**src/rtl/br_service_bridge_pkg.sv**
```systemverilog
// Shared BrLite bridge types: the payload record, sequence width and TX FSM states.
// Also provides the helper that derives the compact 8-bit source from a PE address.
package DMNIPkg;

  localparam int BR_SEQ_W = 8;

  typedef struct packed {
    logic [3:0]  ksvc;
    logic [15:0] payload;
    logic [15:0] seq_source;
  } br_payload_t;

  typedef enum logic {
    BR_TX_IDLE,
    BR_TX_SEND
  } br_tx_state_t;

  // Compact source is {x[3:0], y[3:0]} of the {x[7:0], y[7:0]} address.
  function automatic logic [7:0] br_compact_src(input logic [15:0] addr);
    return {addr[11:8], addr[3:0]};
  endfunction

endpackage

```
**src/rtl/br_service_bridge_fifo.sv**
```systemverilog
// Small synchronous FIFO for the bridge receive path, with a parameterised depth and entry type.
// Full and empty come from the registered occupancy, so a pop while full never makes room for a push in the same cycle.
module br_fifo #(
  parameter int  DEPTH = 4,
  parameter type T     = logic [7:0]
) (
  input  logic                     clk_i,
  input  logic                     rst_i,
  input  logic                     push_i,
  input  T                         data_i,
  input  logic                     pop_i,
  output T                         data_o,
  output logic                     full_o,
  output logic                     empty_o,
  output logic [$clog2(DEPTH):0]   count_o
);

  localparam int PTR_W = $clog2(DEPTH);
  localparam int CNT_W = PTR_W + 1;
  localparam logic [CNT_W-1:0] FULL_CNT = CNT_W'(DEPTH);

  T                 mem_q [DEPTH];
  logic [PTR_W-1:0] wr_ptr_q, wr_ptr_d;
  logic [PTR_W-1:0] rd_ptr_q, rd_ptr_d;
  logic [CNT_W-1:0] count_q, count_d;
  logic             do_push;
  logic             do_pop;

  assign full_o  = (count_q == FULL_CNT);
  assign empty_o = (count_q == '0);
  assign count_o = count_q;
  assign data_o  = mem_q[rd_ptr_q];

  assign do_push = push_i && !full_o;
  assign do_pop  = pop_i && !empty_o;

  always_comb begin
    wr_ptr_d = wr_ptr_q + PTR_W'(do_push);
    rd_ptr_d = rd_ptr_q + PTR_W'(do_pop);
    count_d  = count_q + CNT_W'(do_push) - CNT_W'(do_pop);
  end

  always_ff @(posedge clk_i or posedge rst_i) begin
    if (rst_i) begin
      wr_ptr_q <= '0;
      rd_ptr_q <= '0;
      count_q  <= '0;
    end else begin
      wr_ptr_q <= wr_ptr_d;
      rd_ptr_q <= rd_ptr_d;
      count_q  <= count_d;
    end
  end

  // Storage is not reset; the head slot simply shows stale data while empty.
  always_ff @(posedge clk_i) begin
    if (do_push) begin
      mem_q[wr_ptr_q] <= data_i;
    end
  end

endmodule

```
**src/rtl/br_service_bridge.sv**
```systemverilog
// BrLite service bridge between the DMNI register block and the router local port.
// Optional feature: define BR_SELF_FILTER_EN to acknowledge but drop deliveries carrying the node's own source.
module br_service_bridge
  import DMNIPkg::*;
#(
  parameter logic [15:0] ADDRESS       = 16'b0,
  parameter int          RX_FIFO_DEPTH = 4
) (
  input  logic        clk_i,
  input  logic        rst_i,
  input  logic        ni_req_i,
  output logic        ni_ack_o,
  input  br_payload_t ni_data_i,
  output logic        ni_busy_o,
  output logic        ni_rx_o,
  output br_payload_t ni_data_o,
  input  logic        ni_ack_i,
  output logic        router_req_o,
  input  logic        router_ack_i,
  output br_payload_t router_data_o,
  input  logic        router_req_i,
  output logic        router_ack_o,
  input  br_payload_t router_data_i
);

  localparam logic [7:0] SRC      = br_compact_src(ADDRESS);
  localparam int         RX_CNT_W = $clog2(RX_FIFO_DEPTH) + 1;

  br_tx_state_t        state_q, state_d;
  logic [BR_SEQ_W-1:0] seq_q, seq_d;
  br_payload_t         tx_data_q, tx_data_d;
  logic                ni_ack_q, ni_ack_d;
  logic                router_ack_q;

  logic                rx_self;
  logic                rx_accept;
  logic                rx_push;
  logic                rx_pop;
  logic                rx_full;
  logic                rx_empty;
  logic [RX_CNT_W-1:0] rx_count;

  // The ni_ack_o guard stops a still-dropping NI request from being latched twice.
  always_comb begin
    state_d   = state_q;
    seq_d     = seq_q;
    tx_data_d = tx_data_q;
    ni_ack_d  = 1'b0;
    case (state_q)
      BR_TX_IDLE: begin
        if (ni_req_i && !ni_ack_q) begin
          state_d              = BR_TX_SEND;
          tx_data_d            = ni_data_i;
          tx_data_d.seq_source = {seq_q, SRC};
          ni_ack_d             = 1'b1;
        end
      end
      BR_TX_SEND: begin
        if (router_ack_i) begin
          state_d = BR_TX_IDLE;
          seq_d   = seq_q + 8'd1;
        end
      end
      default: state_d = BR_TX_IDLE;
    endcase
  end

`ifdef BR_SELF_FILTER_EN
  assign rx_self = (router_data_i.seq_source[7:0] == SRC);
`else
  assign rx_self = 1'b0;
`endif

  // Self packets are always acknowledged, even when full, since they never occupy a slot.
  assign rx_accept = router_req_i && !router_ack_q && (!rx_full || rx_self);
  assign rx_push   = rx_accept && !rx_self;
  assign rx_pop    = ni_ack_i && !rx_empty;

  always_ff @(posedge clk_i or posedge rst_i) begin
    if (rst_i) begin
      state_q      <= BR_TX_IDLE;
      seq_q        <= '0;
      tx_data_q    <= '0;
      ni_ack_q     <= 1'b0;
      router_ack_q <= 1'b0;
    end else begin
      state_q      <= state_d;
      seq_q        <= seq_d;
      tx_data_q    <= tx_data_d;
      ni_ack_q     <= ni_ack_d;
      router_ack_q <= rx_accept;
    end
  end

  br_fifo #(
    .DEPTH (RX_FIFO_DEPTH),
    .T     (br_payload_t)
  ) u_rx_fifo (
    .clk_i   (clk_i),
    .rst_i   (rst_i),
    .push_i  (rx_push),
    .data_i  (router_data_i),
    .pop_i   (rx_pop),
    .data_o  (ni_data_o),
    .full_o  (rx_full),
    .empty_o (rx_empty),
    .count_o (rx_count)
  );

  assign ni_ack_o      = ni_ack_q;
  assign ni_busy_o     = (state_q == BR_TX_SEND);
  assign router_req_o  = (state_q == BR_TX_SEND);
  assign router_data_o = tx_data_q;
  assign router_ack_o  = router_ack_q;
  assign ni_rx_o       = (rx_count != '0);

endmodule

```
**config.mk**
```make
export PLATFORM = sky130hd
export DESIGN_NAME = br_service_bridge
export DESIGN_NICKNAME = d
export VERILOG_FILES = /design/src/rtl/br_service_bridge_pkg.sv /design/src/rtl/br_service_bridge_fifo.sv /design/src/rtl/br_service_bridge.sv
export SDC_FILE = /design/constraint.sdc
export NUM_CORES = 1
export LEC_CHECK = 0
export BUFFER_PORTS_ARGS = -buffer_cell sky130_fd_sc_hd__buf_2
export CAP_MARGIN = 15
export CORE_MARGIN = 3
export CORE_UTILIZATION = 54
export DETAILED_ROUTE_END_ITERATION = 12
export PLACE_DENSITY = 0.78
export SETUP_SLACK_MARGIN = 0.1
export SYNTH_ARGS = -nofsm -noshare
export SYNTH_HDL_FRONTEND = slang
export SYNTH_SLANG_ARGS = --single-unit
```
**constraint.sdc**
```tcl
create_clock -name clk_i -period 4.4 [get_ports clk_i]
set_input_delay 0.66 -clock clk_i [delete_from_list [all_inputs] [get_ports clk_i]]
set_output_delay 0.66 -clock clk_i [all_outputs]
set_load 0.005 [all_outputs]
```
# After elaboration in Yosys (flattened, before gate mapping)
# Memory sizes are Yosys's and may differ from the RTL's.
# Index checks and enable logic that the tools add are counted.
# word_totals
regBits	46
mem_bits_rw	144
input_bits	78
output_inout_bits	77
elab_cells	38
memories	1
# mem_list
name	depth	width	rd	rd_ports_with_merged_regs	write_ports	line	rtl
u_rx_fifo.mem_q	4	36	1	0	1	br_service_bridge_fifo.sv:22	T mem_q [DEPTH];
# op_classes
add_sub_neg	5
n_eq_ne	1
muxes	6
bitwise_logic	1
reduce_logical	14
# op_table
cell	count
$add 8x1->8 const B	1
$logic_and 1x1->1	6
$mux 1	5
$add 2x1->2	2
$logic_not 1->1	4
$reduce_and 2->1	2
$add 3x1->3	1
$eq 3x3->1 const B	1
$logic_not 3->1	1
$reduce_bool 3->1	1
$sub 3x1->3	1
$pmux 1 s2	1
$not 1->1	1

# Logic depth before layout (Yosys ltp)
# Gate-level depths: netlist (run 1).
# depth
depth_word	6
depth_mapped	8
ltp_nobuf	8

# Cells and area by module
# From an unflattened synthesis (run 1), not the netlist that was laid out.
# unflattened
cells_unflattened	327
area_unflattened_um2	7303.3
# modules_own_cells
mod	instances	cells_per_inst	area_each_um2	seq_area_each_um2
br_fifo	1	220	5606.6	4499.3
br_service_bridge	1	107	1696.6	975.9

# Least setup slack after synthesis (run 1)
# Ideal clock, no wire load.
# synth_timing
path_kind	input port to flip-flop
start	input port router_req_i
end	memory u_rx_fifo.mem_q[1][0] in the netlist's numbering (enable)
setup_time_ns	0.482
t_arrival_ns	3.688
path_slack_ns	0.230
stages	3
n_path_buf	0
cell_sequence	inv_1 a211o_1 nor3b_1
# synth_via
elab_chain_len	5
# synth_lines
element	line	rtl
from (decl)	br_service_bridge.sv:21	input logic router_req_i,
$logic_and 1x1->1 (2 in series)	br_service_bridge.sv:75	assign rx_accept = router_req_i && !router_ack_q && (!rx_full || rx_self);
$logic_and 1x1->1	br_service_bridge_fifo.sv:34	assign do_push = push_i && !full_o;
$mux 1	br_service_bridge_fifo.sv:57	if (do_push) begin
$mux 1 (implied by the code)	br_service_bridge_fifo.sv:58	mem_q[wr_ptr_q] <= data_i;
to (decl)	br_service_bridge_fifo.sv:22	
# No other way between the ends.

==> metrics.cfg, run 1 <==
[outcome]
status = completed

[synthesis]
netlist_instances = 321
synth.cell_area_sq_um = 7134
synth_seq_cells = 190
avgSynthCellArea_sq_um = 22.23
synth_cell_types = 28
synth_warnings = 0
ys_seq_area_share_pct = 76.75

[detailed_routing]
drt_iter0_drc = 192
vias = 3416
vias_per_cell = 5.263
wl_per_cell_um = 18.43
drtPass1Iterations = 4
routed_wl_mm = 11.96
antenna_left = 0
drc = 0

[global_route]
grt_pass1_vias = 3759
grt_max_degree = 47
overflow = 0
grt_pass1_wl_mm = 19.49
antenna_found_initial = 0
track_usage_pct = 17.91

[timing]
period_share_pct = 66.69
setup_tns_ns = 0
layout_min_cycle_time_ns = 2.934
fmax_mhz = 340.8
rsz0062_at_grt = no
slew_violations = 0
setup_viol = 0
slew_headroom_pct = 36.11
clock_skew_ns = 0.006982
hold_viol_final = 0
tightest_slew_ns = 0.9584

[die]
floorplan.rows = 41
chipHeight_um = 120.9
die_w_um = 120.9
start_util_pct = 55.85
die-area_sq_um = 14630
core_region_area_sq_um = 12770
num_io_pins = 155

[cells_and_area]
layout.cells.non_filler = 649
antenna_cells = 0
fill_cells = 872
syn2layout_area_growth_pct = 19.36
drive_gt1_share_pct = 49.69
multi_input_area_sq_um = 1499
nets = 546
seqCellArea_sq_um = 5478
finalInstanceArea_sq_um = 8516

[critical_path]
cp.required_ns = 3.74
worst-setup-path-type = register to primary output
crit_arrival_ns = 2.27
critPathCaptureType = primary output
cp_max_fo = 16
startpoint_type = register

[hold_path]
hold_class = primary input to async pin

[cts]
postCtsSetupRepairBufs = 0
cts_num_sinks = 190
cts_resized = 0
cts-root-buf = clkbuf_16
postCtsHoldBufs = 0
clk_latency_ns = 0.41
clockBufferDepth = 2
cts.reportedPaths.clkPinSlew_ns = 0.07
htreeDepth = 4
cts_buffers = 17
cts_tree = built

[place]
dpl.hpwl_mm = 7.622
placed_area_sq_um = 7918
place_congestion = 0.7562
dp.cells = 617
io_buffers = 130

[power_and_ir_drop]
power-per-cell-area_nw_per_um2 = 637.7
ir_worst_vdd_v = 0.0003248
p_leak_nw = 3.229

[job]
maxCapViolCount = 0

## critical path: stages (launching register included)
cell	delay (ns)
dfrtp_2	0.73
buf_4	0.41
mux4_2	0.57
buf_2	0.15
## layer usage
layer / share of wire, % / GRT usage, %
met4: 0.82 / 6.445
met1: 40 / 23.26
met3: 6.1 / 5.641
met2: 53 / 28.83
met5: 0 / 0
## power breakdown
group / switching (W) / leakage (nW) / internal [W]
combinational: 0.000555 / 1.08 / 0.000744
clock: 0.000624 / 0.280 / 0.000897
sequential: 0.000278 / 1.87 / 0.00233
## sequential cells by signal (all words and copies together) (netlist names)
| signal | cells |
|---|---|
| u_rx_fifo.mem_q | 144 |
| u_rx_fifo.count_o | 3 |
| ni_busy_o | 1 |
| seq_q | 8 |
| router_data_o | 28 |
| u_rx_fifo.rd_ptr_q | 2 |
| router_ack_o | 1 |
| ni_ack_o | 1 |
| u_rx_fifo.wr_ptr_q | 2 |
## cells in the mapped netlist (all sizes together)
master,n,area share (%)
a211o,1,0.12
a21o,1,0.11
and3,2,0.18
and4,2,0.25
buf,20,2.5
conb,1,0.053
dfrtp,46,16
edfxtp,144,61
fa,1,0.28
ha,3,0.53
inv,6,0.32
mux2,29,4.6
mux2i,1,0.14
mux4,36,11
nand2,4,0.21
nand3,2,0.14
nand4,3,0.26
nor2,2,0.11
nor3,1,0.070
nor3b,3,0.47
or3,1,0.088
xnor2,11,1.4
xor2,1,0.12
## per-stage QoR
| step | worst slack [ns] | util (%) | hold WS [ns] | total power [W] |
|---|---|---|---|---|
| 2_1_floorplan | 0.2304 | - | 0.4418 | 0.003464 |
| 3_3_place_gp | 1.758 | 61.98 | 0.4614 | 0.003936 |
| 3_5_place_dp | 1.778 | 61.98 | 0.4637 | 0.003984 |
| 4_1_cts | 1.362 | 66.67 | 0.3795 | 0.005508 |
| 5_1_grt | 1.275 | 66.67 | 0.4203 | 0.005722 |
| 6_report | 1.466 | 66.67 | 0.3835 | 0.005431 |
## path summary, 6_finish.rpt
path,start,to,slack [ns],cells past startpoint
min reg2reg,seq_q[7],seq_q[7],0.48,1
min in group clk_i,router_data_i[5],u_rx_fifo.mem_q[1][5],0.46,1
max reg2reg,u_rx_fifo.count_o[1],u_rx_fifo.mem_q[1][0],2.07,4
max in group asynchronous,rst_i,u_rx_fifo.rd_ptr_q[1],3.59,3
min,rst_i,router_data_o[11],0.38,3
max,u_rx_fifo.rd_ptr_q[0],ni_data_o[10],1.47,3
## kinds of logic (layout without fill, tap and decap cells)
group / count (synthesis) / after routing / synth area share [%]
flip-flops: 190 / 190 / 76.74
multiplexers: 66 / 66 / 16.08
buffers and inverters: 26 / 175 / 2.841
AND/OR/NAND/NOR: 20 / 20 / 1.771
XOR/XNOR: 12 / 12 / 1.473
adder cells (fa/ha/maj): 4 / 4 / 0.8068
AO/OA/AOI/OAI: 2 / 2 / 0.2281
other: 1 / 8 / 0.05256
## final cells by class
cell class	count	area share, %
inverter	6	0.2645
clock inverter	13	1.939
tap	172	2.527
timing repair buffer	137	8.257
sequential	190	64.33
clock buffer	19	5.084
multi-input combinational	112	17.60
## layout by cell type, fill, tap and decap left out, types with 4 or more instances in the layout
cell type,synthesis,final
mux4_2,36,36
conb_1,1,8
dfrtp_1,46,44
edfxtp_1,144,144
buf_4,10,7
clkbuf_16,0,17
xnor2_1,11,11
mux2_2,27,27
inv_1,6,5
buf_2,4,130
nand2_1,4,4
clkinvlp_4,0,4
No activity file was read; power rests on OpenSTA's default activity.
==> inputs of run 2 (changes only) <==
--- a/config.mk
+++ b/config.mk
@@ -5,6 +5,7 @@
 export SDC_FILE = /design/constraint.sdc
 export NUM_CORES = 1
 export LEC_CHECK = 0
+export ABC_AREA = 1
 export BUFFER_PORTS_ARGS = -buffer_cell sky130_fd_sc_hd__buf_2
 export CAP_MARGIN = 15
 export CORE_MARGIN = 3
==> constraint.sdc (replaced) <==
create_clock -name clk_i -period 2.7 [get_ports clk_i]
set_input_delay 0.405 -clock clk_i [delete_from_list [all_inputs] [get_ports clk_i]]
set_output_delay 0.405 -clock clk_i [all_outputs]
set_load 0.005 [all_outputs]
==> run 2 against run 1 <==
Critical path depth is 1 higher; synthesized cell count increased by 79%; routed wire length rose by 20%; sequential share of layout area decreased by 1.5 points; synthesized area grew 3.2%; combinational power grew 120%; worst hold slack worse by 0.21 ns; global-route usage increased by 1.5 points; critical path type unchanged; critical endpoint unchanged.
==> metrics.cfg, run 2 <==
[synthesis]
synth_top_area_share_pct = 58.75  ; -1.9 points
synthSimpleGateAreaFrac_pct = 10.23  ; +8.5 points
synth_edf_count = 144  ; unchanged
synth_top_area_cell = edfxtp_1
ys_async_sr_fraction_pct = 24.21  ; unchanged
synth_warnings = 0  ; unchanged
synth_top_family_by_area = simple AND/OR/NAND/NOR gates
netlist_instances = 573  ; +79%
synth_flop_cell = edfxtp_1
synth_seq_cells = 190  ; unchanged
avgSynthCellArea_sq_um = 12.85  ; -42%
yosys-top-cells-count = edfxtp_1, nand2_1, nor2_1, dfrtp_1, o21ai_0
synthTopCellsByArea = edfxtp_1, dfrtp_1, nand2_1
synth_compound_area_share_pct = 8.499  ; +8.3 points
synthXorXnorAreaFrac_pct = 0.7139  ; -0.76 points
yosysMostFrequentCell = edfxtp_1
synth.cell_area_sq_um = 7361  ; +3.2%
synth_cell_types = 29  ; +3.6%
ys_seq_area_share_pct = 74.38  ; -2.4 points
synthAdderAreaFrac_pct = 0.7819  ; -0.025 points
synthMuxAreaShare_pct = 0  ; -16 points

[power_and_ir_drop]
power-per-cell-area_nw_per_um2 = 1085  ; +70%
total_power_w = 0.009462  ; +74%
p_leak_nw = 3.558  ; +10%
ir_worst_vdd_v = 0.0005318  ; +64%

[cells_and_area]
drive_gt1_share_pct = 25.69  ; -24 points
nets = 789  ; +45%
largest_reg_flops = 144  ; unchanged
seqCellArea_sq_um = 5477  ; about the same
multi_input_area_sq_um = 1539  ; +2.7%
layout_commonest_cell = edfxtp_1
syn2layout_area_growth_pct = 18.46
top_register = u_rx_fifo.mem_q
final_cell_mix = edfxtp_1, buf_2, nand2_1
fill_cells = 966  ; +11%

[place]
io_buffers = 130  ; unchanged
place_ws_ns = 0.6999  ; -1.078 ns
dpl.hpwl_mm = 8.711  ; +14%
place_congestion = 0.7555  ; about the same

[critical_path]
reg2regPathDepth = 9  ; +5
startpoint_type = register
rr_endpoint = u_rx_fifo.count_o[2]
critPathCaptureType = primary output
cp_max_fo = 56  ; +40
cp.required_ns = 2.30  ; -1.44 ns
worst-setup-path-type = register to primary output
crit_arrival_ns = 1.91  ; -0.36 ns
r2r_setup_slack_ns = 0.81  ; -1.26 ns
r2r-start = u_rx_fifo.count_o[1]

[global_route]
antenna_found_initial = 0  ; unchanged
grt_pass1_vias = 4509  ; +20%
overflow = 0  ; unchanged
track_usage_pct = 19.40  ; +1.5 points
grt_max_degree = 74  ; +57%
grt_pass1_wl_mm = 21.92  ; +13%

[timing]
period_share_pct = 85.73
hold_viol_final = 0  ; unchanged
tightest_slew_ns = 0.5974  ; -0.3610 ns
slew_headroom_pct = 60.13  ; +24 points
clock_skew_ns = 0.01059  ; +0.003613 ns
finalWorstSetupSlack_ns = 0.3852  ; -1.080 ns
slew_violations = 0  ; unchanged
setup_tns_ns = 0  ; unchanged
rsz0062_at_grt = no
layout_min_cycle_time_ns = 2.315
fmax_mhz = 432.0
setup_viol = 0  ; unchanged

[detailed_routing]
vias_per_cell = 5.194  ; -1.3%
wl_per_cell_um = 15.97  ; -13%
antenna_left = 0  ; unchanged
routed_wl_mm = 14.33  ; +20%
drc = 0  ; unchanged
vias = 4659  ; +36%
drtPass1Iterations = 5  ; +1
drt_iter0_drc = 292  ; +52%

[die]
die_w_um = 122.8  ; +1.5%
chipHeight_um = 122.8  ; +1.5%
floorplan.rows = 42  ; +2.4%
num_io_pins = 155  ; unchanged
core_region_area_sq_um = 13300  ; +4.1%
die-area_sq_um = 15070  ; +3.0%
start_util_pct = 55.36  ; -0.49 points

[hold_path]
worst_hold_startpoint = ni_data_i[27]
hold_end = router_data_o[27]
hold_class = primary input to register
whs_path_depth = 3

[cts]
cts_num_sinks = 190  ; unchanged
cts.reportedPaths.clkPinSlew_ns = 0.07  ; about the same
postCtsSetupRepairBufs = 0  ; unchanged
htreeDepth = 4  ; unchanged
cts_buffers = 17  ; unchanged
clockBufferDepth = 2  ; unchanged
cts-root-buf = clkbuf_16
clk_latency_ns = 0.42  ; about the same
cts_tree = built

[outcome]
status = completed

[job]
maxCapViolCount = 0  ; unchanged

-- run 2: worst max path at each step --
stage                                startpoint  slack (ns)                     to
after detailed placement           router_req_i        0.70   u_rx_fifo.count_o[2]
after CTS                 u_rx_fifo.rd_ptr_q[0]        0.37          ni_data_o[10]
final                     u_rx_fifo.rd_ptr_q[0]        0.39          ni_data_o[10]
after global placement             router_req_i        0.79   u_rx_fifo.count_o[2]
after floorplan                    router_req_i       -0.86  u_rx_fifo.mem_q[0][0]
after global routing      u_rx_fifo.rd_ptr_q[0]        0.25          ni_data_o[27]
-- run 2: metrics by stage --
stage               hold slack (ns)  cell area [sq um]  utilization, %  std cells
finish                       0.1702               8720           65.58        897
global route                 0.1589               8717           65.57        896
CTS                          0.1498               8717           65.57        896
detailed placement           0.4016               8110           61.00        863
global placement             0.3964               8110           61.00        863
floorplan                    0.4417               7387               -        580
-- run 2: power by group --
part           internal [W]  switching (W)
clock network       0.00146        0.00103
logic               0.00107        0.00176
registers           0.00383       0.000317
total               0.00635        0.00311
-- run 2: repair_timing --
item                      in CTS  in global routing
hold endpoints to repair      14                  0
hold buffers                   1                  0
resized for setup              0                  0
-- run 2: layer usage --
metal / vias to the layer above / part of all wire (%) / GRT usage [%]
met5: - / 0 / 0
met4: 0 / 0.29 / 5.598
met3: 6 / 8.5 / 7.419
met2: 160 / 51 / 33.69
met1: 2233 / 40 / 22.44
li1: 2260 / - / -
-- run 2: critical path, stage by stage (launching register included) --
cell and delay, ns:
dfrtp_2 0.64, buf_12 0.30, o21ai_0 0.13, o22ai_1 0.24, buf_2 0.16
-- run 2: kinds of logic (layout without fill, tap and decap cells) --
| group | Yosys count | in the layout |
|---|---|---|
| simple gates | 192 | 192 |
| flops | 190 | 190 |
| compound gates | 116 | 116 |
| buf+inv | 64 | 204 |
| xor+xnor | 6 | 6 |
| fa+ha+maj | 4 | 4 |
| other cells | 1 | 9 |
-- run 2: final cells by class --
| class | instances | share of cell area [%] |
|---|---|---|
| diodes | 1 | 0.02870 |
| well taps | 176 | 2.525 |
| clock inverters | 14 | 1.923 |
| repair buffers | 144 | 8.839 |
| flip-flops and latches | 190 | 62.81 |
| clock buffers | 18 | 4.922 |
| inverters | 28 | 1.306 |
| multi-input cells | 326 | 17.65 |
==> inputs of run 3 (changes only) <==
--- a/config.mk
+++ b/config.mk
@@ -6,12 +6,12 @@
 export NUM_CORES = 1
 export LEC_CHECK = 0
 export ABC_AREA = 1
-export BUFFER_PORTS_ARGS = -buffer_cell sky130_fd_sc_hd__buf_2
 export CAP_MARGIN = 15
 export CORE_MARGIN = 3
-export CORE_UTILIZATION = 54
+export CORE_UTILIZATION = 55
 export DETAILED_ROUTE_END_ITERATION = 12
-export PLACE_DENSITY = 0.78
+export DONT_BUFFER_PORTS = 1
+export PLACE_DENSITY = 0.69
 export SETUP_SLACK_MARGIN = 0.1
 export SYNTH_ARGS = -nofsm -noshare
 export SYNTH_HDL_FRONTEND = slang
==> run 3 against run 2 <==
Routed wire length down 6.9%; register-to-register slack worse by 0.07 ns; sequential share of layout area up 5.4 points; clock power down 3%; global-route usage down 0.33 points; combinational power down 22%; clock skew down 0.0054 ns; die area down 1.7%; worst hold slack worse by 0.11 ns; setup slack worse by 0.044 ns; largest cell class unchanged; critical endpoint is now ni_data_o[0].
==> metrics.cfg, run 3 (same netlist as run 2, synthesis figures left out) <==
[cells_and_area]
layout_commonest_cell = edfxtp_1
top_register = u_rx_fifo.mem_q
largest_reg_flops = 144  ; unchanged
antenna_cells = 0  ; -1
layout.cells.non_filler = 759  ; -15%
fin_util_pct = 62.32  ; -3.3 points
final_cell_mix = edfxtp_1, nand2_1, nor2_1
syn2layout_area_growth_pct = 9.009
drive_gt1_share_pct = 9.199  ; -16 points
nets = 656  ; -17%

[critical_path]
cp.required_ns = 2.30  ; about the same
slowest_stage = dfrtp_2
startpoint_type = register
crit_arrival_ns = 1.95  ; +0.04 ns
crit_path_max_incr_delay_ns = 0.62  ; -0.02 ns
path_delay_family = flip-flops
worstPathCellList = buf_4 > o21ai_0 > o22ai_1
cp_max_fo = 38  ; -32%
worst-setup-path-type = register to primary output
critPathCaptureType = primary output
path_buf_inv = 1  ; -1

[timing]
hold_viol_final = 0  ; unchanged
setup_tns_ns = 0  ; unchanged
slew_headroom_pct = 39.44  ; -21 points
clock_skew_ns = 0.005154  ; -0.005441 ns
rsz0062_at_grt = no
tightest_slew_ns = 0.9071  ; +0.3097 ns
setup_viol = 0  ; unchanged
slew_violations = 0  ; unchanged
hold_slack_ns = 0.06056  ; -0.1096 ns
period_share_pct = 87.37  ; +1.6 points
fmax_mhz = 423.9  ; -1.9%
finalWorstSetupSlack_ns = 0.3410  ; -0.04425 ns
layout_min_cycle_time_ns = 2.359  ; +0.04425 ns

[place]
dp.cells = 727  ; -16%
place_congestion = 0.7700  ; +1.9%
dpl.hpwl_mm = 8.091  ; -7.1%
place_ws_ns = 0.7819  ; +0.08203 ns
io_buffers = 0  ; -100%

[detailed_routing]
vias_per_cell = 5.423  ; +4.4%
routed_wl_mm = 13.33  ; -6.9%
vias = 4116  ; -12%
wl_per_cell_um = 17.56  ; +10%
drtPass1Iterations = 4  ; -1
drc = 0  ; unchanged
antenna_left = 0  ; unchanged
drt_iter0_drc = 202  ; -31%

[power_and_ir_drop]
ir_worst_vdd_v = 0.0005980  ; +12%
p_leak_nw = 3.023  ; -15%
power-per-cell-area_nw_per_um2 = 1097  ; +1.1%

[global_route]
grt_pass1_wl_mm = 21.13  ; -3.6%
grt_pass1_vias = 4128  ; -8.4%
antenna_found_initial = 0  ; unchanged
track_usage_pct = 19.07  ; -0.33 points
overflow = 0  ; unchanged
grt_max_degree = 74  ; unchanged

[cts]
cts_buffers = 17  ; unchanged
cts-root-buf = clkbuf_16
cts.reportedPaths.clkPinSlew_ns = 0.06  ; about the same
clk_latency_ns = 0.42  ; about the same
cts_resized = 0  ; unchanged
postCtsHoldBufs = 0  ; -1
htreeDepth = 4  ; unchanged
cts_num_sinks = 190  ; unchanged
postCtsSetupRepairBufs = 0  ; unchanged
clockBufferDepth = 2  ; unchanged
cts_tree = built

[outcome]
status = completed

[die]
chipHeight_um = 121.7  ; -0.87%
start_util_pct = 57.17  ; +1.8 points
die-area_sq_um = 14810  ; -1.7%
floorplan.rows = 41  ; -2.4%
core_region_area_sq_um = 12880  ; -3.2%
num_io_pins = 155  ; unchanged
die_w_um = 121.7  ; -0.87%

[hold_path]
hold_class = primary input to async pin

[job]
maxCapViolCount = 0  ; unchanged

run 3: cell types whose count changed in the layout (fill, tap and decap cells not counted), moves of 2 or more:
cell	before	now
bufinv_16	3	1
clkinv_4	3	0
clkbuf_8	0	3
buf_2	130	0
clkbuf_16	17	19
run 3: worst paths after layout:
| kind | cells after the start | from | end | slack (ns) |
|---|---|---|---|---|
| worst max-delay path | 3 | u_rx_fifo.rd_ptr_q[0] | ni_data_o[0] | 0.34 |
| worst min-delay path | 1 | rst_i | router_data_o[33] | 0.06 |
| worst max register to register | 9 | u_rx_fifo.count_o[1] | u_rx_fifo.count_o[2] | 0.74 |
| worst min register to register | 2 | seq_q[7] | seq_q[7] | 0.48 |
| max in group asynchronous | 1 | rst_i | u_rx_fifo.rd_ptr_q[0] | 2.01 |
| min in group clk_i | 0 | router_data_i[32] | u_rx_fifo.mem_q[1][32] | 0.08 |
run 3: layer usage:
layer | up-vias | part of all wire [%] | GRT usage, %
li1 | 1991 | - | -
met1 | 1953 | 38 | 22.09
met2 | 154 | 51 | 31.85
met3 | 18 | 9.0 | 7.428
met4 | 0 | 2.1 | 8.053
met5 | - | 0 | 0
run 3: layout make-up:
class / instances / area, sq um
Sequential cell: 190 / 5477
Fill cell: 970 / 4852
Multi-Input combinational cell: 326 / 1539
Clock buffer: 23 / 520.5
Tap cell: 172 / 215.2
Inverter: 28 / 113.9
Timing Repair Buffer: 11 / 82.58
Clock inverter: 9 / 76.32
run 3: where the power goes:
| part | switching (W) | internal, W | leakage (nW) |
|---|---|---|---|
| logic | 0.00155 | 0.000648 | 0.858 |
| registers | 0.000350 | 0.00383 | 1.87 |
| clock network | 0.000973 | 0.00145 | 0.297 |
run 3: worst reg2reg max path, delay by kind of cell, from the launching register on:
kind	cells	cell delay, ns
compound gates	1	0.11
xor+xnor	2	0.35
fa+ha+maj	2	0.54
buf+inv	2	0.13
flops	1	0.39
simple gates	2	0.36
run 3: per-stage QoR:
step                instance area (sq um)  total power, W
floorplan                            7387        0.006005
finish                               8024        0.008800
global placement                     7427        0.006379
detailed placement                   7427        0.006490
global route                         8024        0.009388
CTS                                  8024        0.008925
